--- src/rtl/uart_tx_ctrl.sv ---
// UART transmit controller: byte FIFO plus baud timing that drives the serializer's
// bit index, bit strobe and frame byte for 10-bit (start, 8 data LSB-first, stop) frames.
module uart_tx_ctrl #(
    parameter int unsigned CLK_FREQ   = 50_000_000,
    parameter int unsigned BAUD_RATE  = 9600,
    parameter int unsigned BAUD_DIV   = CLK_FREQ / BAUD_RATE,
    parameter int unsigned FIFO_DEPTH = 4
) (
    input  logic       clk,
    input  logic       rst,
    input  logic       wr_en,
    input  logic [7:0] wr_data,
    output logic       full,
    output logic       empty,
    output logic       overflow,
    output logic       busy,
    output logic       frame_done,
    output logic [3:0] num,
    output logic       sel_data,
    output logic [7:0] tx_data
);

    localparam int unsigned PTR_W = (FIFO_DEPTH > 1) ? $clog2(FIFO_DEPTH) : 1;
    localparam int unsigned CNT_W = $clog2(BAUD_DIV);

    localparam logic [CNT_W-1:0] CNT_ONE  = CNT_W'(1);
    localparam logic [CNT_W-1:0] CNT_HALF = CNT_W'(BAUD_DIV / 2);
    localparam logic [CNT_W-1:0] CNT_LAST = CNT_W'(BAUD_DIV - 1);
    localparam logic [PTR_W-1:0] PTR_ONE  = PTR_W'(1);
    localparam logic [PTR_W:0]   OCC_ONE  = (PTR_W + 1)'(1);
    localparam logic [PTR_W:0]   OCC_FULL = (PTR_W + 1)'(FIFO_DEPTH);

    localparam logic [3:0] NUM_START = 4'd0;
    localparam logic [3:0] NUM_STOP  = 4'd9;
    localparam logic [3:0] NUM_IDLE  = 4'd10;

    typedef enum logic {
        IDLE = 1'b0,
        SEND = 1'b1
    } state_t;

    state_t           state_q, state_d;
    logic [CNT_W-1:0] cnt_q, cnt_d;
    logic [3:0]       num_q, num_d;
    logic [7:0]       tx_data_q;
    logic             sel_q, sel_d;
    logic             fd_q, fd_d;

    logic [7:0]       mem [FIFO_DEPTH];
    logic [PTR_W-1:0] wr_ptr_q, rd_ptr_q;
    logic [PTR_W:0]   occ_q, occ_d;
    logic             full_q, empty_q, ovf_q;
    logic             wr_acc, pop, bit_end;

    assign wr_acc  = wr_en & ~full_q;
    assign bit_end = (state_q == SEND) && (cnt_q == CNT_LAST);

    always_comb begin
        state_d = state_q;
        cnt_d   = cnt_q;
        num_d   = num_q;
        pop     = 1'b0;
        unique case (state_q)
            IDLE: begin
                if (!empty_q) begin
                    pop     = 1'b1;
                    state_d = SEND;
                    num_d   = NUM_START;
                    cnt_d   = '0;
                end
            end
            SEND: begin
                if (bit_end) begin
                    cnt_d = '0;
                    if (num_q < NUM_STOP) begin
                        num_d = num_q + 4'd1;
                    end else if (!empty_q) begin
                        pop   = 1'b1;
                        num_d = NUM_START;
                    end else begin
                        state_d = IDLE;
                        num_d   = NUM_IDLE;
                    end
                end else begin
                    cnt_d = cnt_q + CNT_ONE;
                end
            end
            default: state_d = IDLE;
        endcase
        // Strobes are registered from next-state values so they line up with the counter.
        sel_d = (state_d == SEND) && (cnt_d == CNT_HALF);
        fd_d  = (state_d == SEND) && (cnt_d == CNT_LAST) && (num_d == NUM_STOP);
    end

    always_comb begin
        occ_d = occ_q;
        unique case ({wr_acc, pop})
            2'b10:   occ_d = occ_q + OCC_ONE;
            2'b01:   occ_d = occ_q - OCC_ONE;
            default: occ_d = occ_q;
        endcase
    end

    always_ff @(posedge clk) begin
        if (rst) begin
            state_q   <= IDLE;
            cnt_q     <= '0;
            num_q     <= NUM_IDLE;
            tx_data_q <= '0;
            sel_q     <= 1'b0;
            fd_q      <= 1'b0;
        end else begin
            state_q <= state_d;
            cnt_q   <= cnt_d;
            num_q   <= num_d;
            sel_q   <= sel_d;
            fd_q    <= fd_d;
            if (pop) begin
                tx_data_q <= mem[rd_ptr_q];
            end
        end
    end

    always_ff @(posedge clk) begin
        if (rst) begin
            wr_ptr_q <= '0;
            rd_ptr_q <= '0;
            occ_q    <= '0;
            full_q   <= 1'b0;
            empty_q  <= 1'b1;
            ovf_q    <= 1'b0;
        end else begin
            if (wr_acc) begin
                wr_ptr_q <= wr_ptr_q + PTR_ONE;
            end
            if (pop) begin
                rd_ptr_q <= rd_ptr_q + PTR_ONE;
            end
            occ_q   <= occ_d;
            full_q  <= (occ_d == OCC_FULL);
            empty_q <= (occ_d == '0);
            ovf_q   <= wr_en & full_q;
        end
    end

    always_ff @(posedge clk) begin
        if (!rst && wr_acc) begin
            mem[wr_ptr_q] <= wr_data;
        end
    end

    assign full       = full_q;
    assign empty      = empty_q;
    assign overflow   = ovf_q;
    assign busy       = (state_q == SEND);
    assign frame_done = fd_q;
    assign num        = num_q;
    assign sel_data   = sel_q;
    assign tx_data    = tx_data_q;

endmodule

--- config.mk ---
export PLATFORM = sky130hd
export DESIGN_NAME = uart_tx_ctrl
export DESIGN_NICKNAME = d
export VERILOG_FILES = /design/src/rtl/uart_tx_ctrl.sv
export SDC_FILE = /design/constraint.sdc
export NUM_CORES = 1
export LEC_CHECK = 0
export CORE_UTILIZATION = 50
export CTS_BUF_LIST = sky130_fd_sc_hd__clkbuf_8
export DETAILED_ROUTE_END_ITERATION = 10
export PLACE_DENSITY_LB_ADDON = 0.15
export RECOVER_POWER = 50
export SETUP_SLACK_MARGIN = 0.5
export SLEW_MARGIN = 20
export SYNTH_ARGS = -nofsm -noshare
export SYNTH_HDL_FRONTEND = slang
export SYNTH_SLANG_ARGS = --single-unit
--- constraint.sdc ---
create_clock -name clk -period 2.8 [get_ports clk]
set_input_delay 0.56 -clock clk [delete_from_list [all_inputs] [get_ports clk]]
set_output_delay 0.56 -clock clk [all_outputs]
set_load 0.01 [all_outputs]
Word-level counts from Yosys, hierarchy flattened --
Memory sizes are Yosys's and may differ from the RTL's. A register that Yosys moved wholly into a read port is not among the register bits. Cells that the tools add are included. W data, S select, Z words.
Word-level totals: logic and storage cells 55, bits in registers 30, input bits 11, bits in writable memories 32, output and inout port bits 18, bits in latches 0, memories 1, memory bits (read-only) 0
Memory list:
- mem | words 4, width 8, rd ports 1, clocked after Yosys merged registers in 1, wr ports 1, line 49 | logic [7:0] mem [FIFO_DEPTH];
Operators by class: bitwise logic cells 4, magnitude comparators 1, shift operators 0, divide/modulo/power cells 0, add/subtract/negate cells 6, multipliers 0, reduce and logical (&&, ||, !) cells 7, multiplexer cells 18, equal/unequal tests 7
Operator list (count):
- $eq A13 B13 Y1 const B | 2
- $mux W13 | 2
- $pmux W13 S2 | 1
- $mux W4 | 4
- $add A13 B1 Y13 const B | 1
- $eq A13 B12 Y1 const B | 1
- $pmux W4 S2 | 1
- $mux W1 | 7
- $pmux W3 S2 | 1
- $logic_and A1 B1 Y1 | 5
- $add A2 B1 Y2 const B | 2
- $add A4 B1 Y4 const B | 1
- $eq A4 B4 Y1 const B | 1
- $lt A4 B4 Y1 const B | 1
- $pmux W1 S2 | 2
- $add A3 B1 Y3 const B | 1
- $eq A3 B3 Y1 const B | 1
- $logic_not A3 Y1 | 1
- $sub A3 B1 Y3 const B | 1
- $and A1 B1 Y1 | 2
- $eq A2 B1 Y1 const B | 1
- $eq A2 B2 Y1 const B | 1
- $not A1 Y1 | 2
- $logic_not A1 Y1 | 1

Longest topological paths before layout --
word-level depth 7, mapped depth 13

Worst setup path before layout --
Ideal clock, no wire load.
kind register to register, start register cnt_q[10], end register empty_q (netlist: empty), arrival time 2.904 ns, cell stages (with the launch flop) 11, buffers on the path 2, period minus slack after synthesis 2.974 ns, required time 2.730 ns, path slack -0.174 ns, path through dfxtp_1 or4b_4 or3_1 buf_6 o31ai_1 buf_2 ha_1 fa_1 nor2_1 a21oi_1 a21oi_1
On the way: cells in the longest elaborated chain, start to end 7
Ends and longest elaborated chain:
- start, declared | line 43 | logic [CNT_W-1:0] cnt_q, cnt_d;
- start signal, assigned | line 114 | cnt_q <= cnt_d;
- $eq A13 B13 Y1 (*) | line 56 | assign bit_end = (state_q == SEND) && (cnt_q == CNT_LAST);
- $logic_and A1 B1 Y1 (*) | line 56
- $mux W1 (*) | line 73 | if (bit_end) begin
- $pmux W1 S2 (*) | line 63 | unique case (state_q)
- $eq A2 B1 Y1 / $eq A2 B2 Y1 (equally long branches) | line 97 | unique case ({wr_acc, pop})
- $pmux W3 S2 (*) | line 97
- $logic_not A3 Y1 (*) | line 141 | empty_q <= (occ_d == '0);
- end signal, assigned | line 141
- end, declared | line 52 | logic full_q, empty_q, ovf_q;
Every way passes the cells marked *; elsewhere a longest branch is shown, timed or not. A chain may end at the register's enable or synchronous reset.

Final worst setup path --
start register cnt_q[11], end register full_q (netlist: full)
On the way: cells in the longest elaborated chain, start to end 7
Ends and longest elaborated chain:
- $eq A13 B13 Y1 (*) | line 56
- $logic_and A1 B1 Y1 (*) | line 56
- $mux W1 (*) | line 73
- $pmux W1 S2 (*) | line 63
- $eq A2 B1 Y1 / $eq A2 B2 Y1 (equally long branches) | line 97
- $pmux W3 S2 (*) | line 97
- $eq A3 B3 Y1 (*) | line 140 | full_q <= (occ_d == OCC_FULL);
- end signal, assigned | line 140
- end, declared | line 52
Marked as above.

==> results.py <==
metrics = {
    "outcome": {
        "status": "finished clean",
    },
    "timing": {
        "fin_crit_sh_pct": 91.59,
        "grt_setup_unrepaired": "yes",
        "tightest_slew_ns": 0.6308,
        "finalHoldViolations": 0,
        "fmax_ghz": 0.3899,
        "slew_viol_final": 0,
        "finalSetupViolCount": 0,
        "timing.setup.tns_ns": 0,
        "skew_ns": 0.009034,
        "min_period_ns": 2.564,
        "relSlewSlack_pct": 57.89,
    },
    "detailed_routing": {
        "wl_met1_um": 2941,
        "dr.max_layer_used": "met4",
        "first_pass_iters": 5,
        "wl_met2_um": 3331,
        "drc": 0,
        "num_vias": 2392,
        "routed_wirelength_um": 6844,
        "routedWlPerCell_um": 16.65,
        "via_per_inst": 5.820,
        "ant_nets": 0,
        "drt_iter0_markers": 204,
        "wl_met3_um": 449,
    },
    "final_layout": {
        "mostFrequentLayoutCells": "dfxtp_1 (32), edfxtp_1 (32), nor2_1 (31), dlygate4sd3_1 (22), buf_4 (22)",
        "fill_cells": 496,
        "final_nets": 351,
        "diodes": 0,
        "syn2layout_area_growth_pct": 23.38,
        "final_layout_size_suffix_gt1_share_pct": 21.73,
    },
    "global_route": {
        "grt_pass1_vias": 2320,
        "grt-ovfl-total": 0,
        "grt_pass1_wl_um": 10850,
        "grt_usage_pct": 22.31,
        "antenna_found_initial": 0,
        "grt_max_degree": 17,
    },
    "synth": {
        "synth.top_cell.area_share_pct": 30.08,
        "synth_seq_area_share_pct": 53.90,
        "async_flop_share_pct": 0,
        "postSynthAreaPerCell_um2": 11.45,
        "syn_inst": 279,
        "synth_area_leaders": "edfxtp_1 (30%), dfxtp_1 (24%), mux4_2 (5.6%)",
        "synth_edf_count": 32,
        "yosys_warnings": 0,
        "synth-seq-cells": 70,
        "syn_nets": 299,
        "syn_area_um2": 3194,
        "synth.largest_area_cell": "edfxtp_1",
        "synth_ff_type": "dfxtp_1",
        "ys_types": 55,
    },
    "clock_network": {
        "cts_made_buffers": 9,
        "htreeDepth": 3,
        "root_buffer": "clkbuf_8",
        "insertion_delay_ns": 0.34,
        "cts.sinks": 70,
        "cts_tree": "built",
        "clkSlewWorstSetupHoldPaths_ns": 0.08,
        "hold_buffers": 0,
        "clockBufferDepth": 2,
    },
    "run": {
        "drv_cap": 0,
    },
    "critical_path": {
        "crit_slowest_cell": "or4b_4",
        "critPathTopFamily": "simple AND/OR/NAND/NOR gates",
        "cpPeakStageDelay_ns": 0.53,
        "cp.arrival_ns": 2.83,
        "crit_required_ns": 3.06,
        "endpoint_kind": "register",
        "critPathMaxFanout": 3,
        "rrSetupSlack_ns": 0.24,
        "r2r-start": "cnt_q[11]",
        "setup.worst_path.class": "reg2reg",
        "start_kind": "register",
        "rr_worst_depth": 8,
        "reg2reg_to": "full",
        "critPathBufInv": 0,
        "worstPathCellList": "or4b_4, or3_1, o31ai_4, ha_4, fa_1, nor2_1, a21oi_1, nor3_1",
    },
    "pwr": {
        "power.leakage_uw": 0.001406,
        "max-vdd-ir-drop_uv": 567.9,
        "powerDensity_nw_per_um2": 783.4,
        "power_uw": 3088,
    },
    "die": {
        "die_y_um": 81.93,
        "start_util_pct": 53.01,
        "row_count": 28,
        "io_pins": 29,
        "die_x_um": 81.93,
        "dieArea_um2": 6713,
        "core_area_um2": 6026,
    },
    "hold_path": {
        "whs_path_depth": 2,
        "min_to": "tx_data[6]",
        "hold_start": "tx_data[6]",
        "hold_path.class": "reg2reg",
    },
    "placed_design": {
        "io_buffers": 28,
        "gp_congestion": 0.8707,
        "dp_hpwl_um": 4711,
    },
}
-- cell usage after synthesis, types with 3 or more instances --
| master | n |
|---|---|
| a21oi_1 | 11 |
| a22oi_1 | 3 |
| and2_1 | 3 |
| and3_1 | 7 |
| clkbuf_1 | 5 |
| clkbuf_8 | 3 |
| dfxtp_1 | 38 |
| edfxtp_1 | 32 |
| ha_1 | 8 |
| inv_1 | 8 |
| mux2i_1 | 9 |
| mux4_2 | 8 |
| nand2_1 | 22 |
| nand2b_1 | 4 |
| nand3_1 | 8 |
| nand4_1 | 5 |
| nor2_1 | 31 |
| nor3_1 | 8 |
| o211ai_1 | 3 |
| o21ai_0 | 9 |
| o31ai_1 | 4 |
| xnor2_1 | 4 |
| xor2_1 | 3 |
-- routing by layer --
metal / GRT usage [%] / vias up
met5: 0 / -
met3: 6.000 / 12
met1: 28.16 / 1162
met4: 9.825 / 0
li1: - / 1144
met2: 35.79 / 74
-- logic make-up after synthesis --
family          count (synthesis)  share of synthesized area (%)
simple gates                  112                          18.61
flops                          70                          53.90
compound gates                 43                          9.205
buf+inv                        20                          3.799
mux                            18                          8.813
fa+ha+maj                       9                          3.760
xor+xnor                        7                          1.919
-- metrics by stage --
stage	hold slack [ns]	setup WS [ns]	std cells	utilization (%)	instance area, µm²
detailed placement	0.4825	0.2118	381	59.63	3593
global placement	0.4704	0.2170	381	59.63	3593
CTS	0.4992	0.2950	407	64.58	3891
finish	0.4901	0.2355	411	65.41	3941
floorplan	0.4692	0.1727	279	-	3234
global route	0.5140	0.1528	411	65.41	3941
-- worst max path at each step --
stage / from / endpoint / cells after the start
after floorplan: cnt_q[11] / empty / 10
after CTS: cnt_q[11] / frame_done / 7
final: cnt_q[11] / full / 8
after global routing: cnt_q[11] / frame_done / 7
after global placement: wr_en / empty / 10
after detailed placement: wr_en / empty / 10
-- state kept, by name, indices dropped and copies added, names as in the netlist --
signal      count
overflow        1
num             4
cnt_q          13
frame_done      1
busy            1
mem            32
sel_data        1
full            1
tx_data         8
occ_q           3
wr_ptr_q        2
rd_ptr_q        2
empty           1
-- power breakdown --
part	internal, µW	leakage (µW)	switching (µW)	total (µW)
Sequential	1190	0.000604	152	1350
Combinational	518	0.000706	441	959
Clock	406	0.0000964	376	782
Total	2120	0.00141	970	3090
-- tightest hold or removal path, cell delays in order (launching register included) --
cell and delay [ns]:
dfxtp_1 0.33, mux2i_1 0.06, nor2_1 0.07
-- cell type report --
type	instances	area, µm²	area share [%]
sequential	70	1732	43.94
multi-input combinational	189	1405	35.65
timing repair buffer	53	489.2	12.41
clock buffer	9	123.9	3.143
tap	75	93.84	2.381
clock inverter	7	67.56	1.714
inverter	8	30.03	0.7619
-- what timing repair did --
action                                  4_1_cts  5_1_grt
endpoints found under the hold margin         0        0
resized for setup                             5       10
pin swaps                                     2        3
setup buffers                                10        4
endpoints found under the setup margin        7        9
No activity file was read; power rests on OpenSTA's default activity.
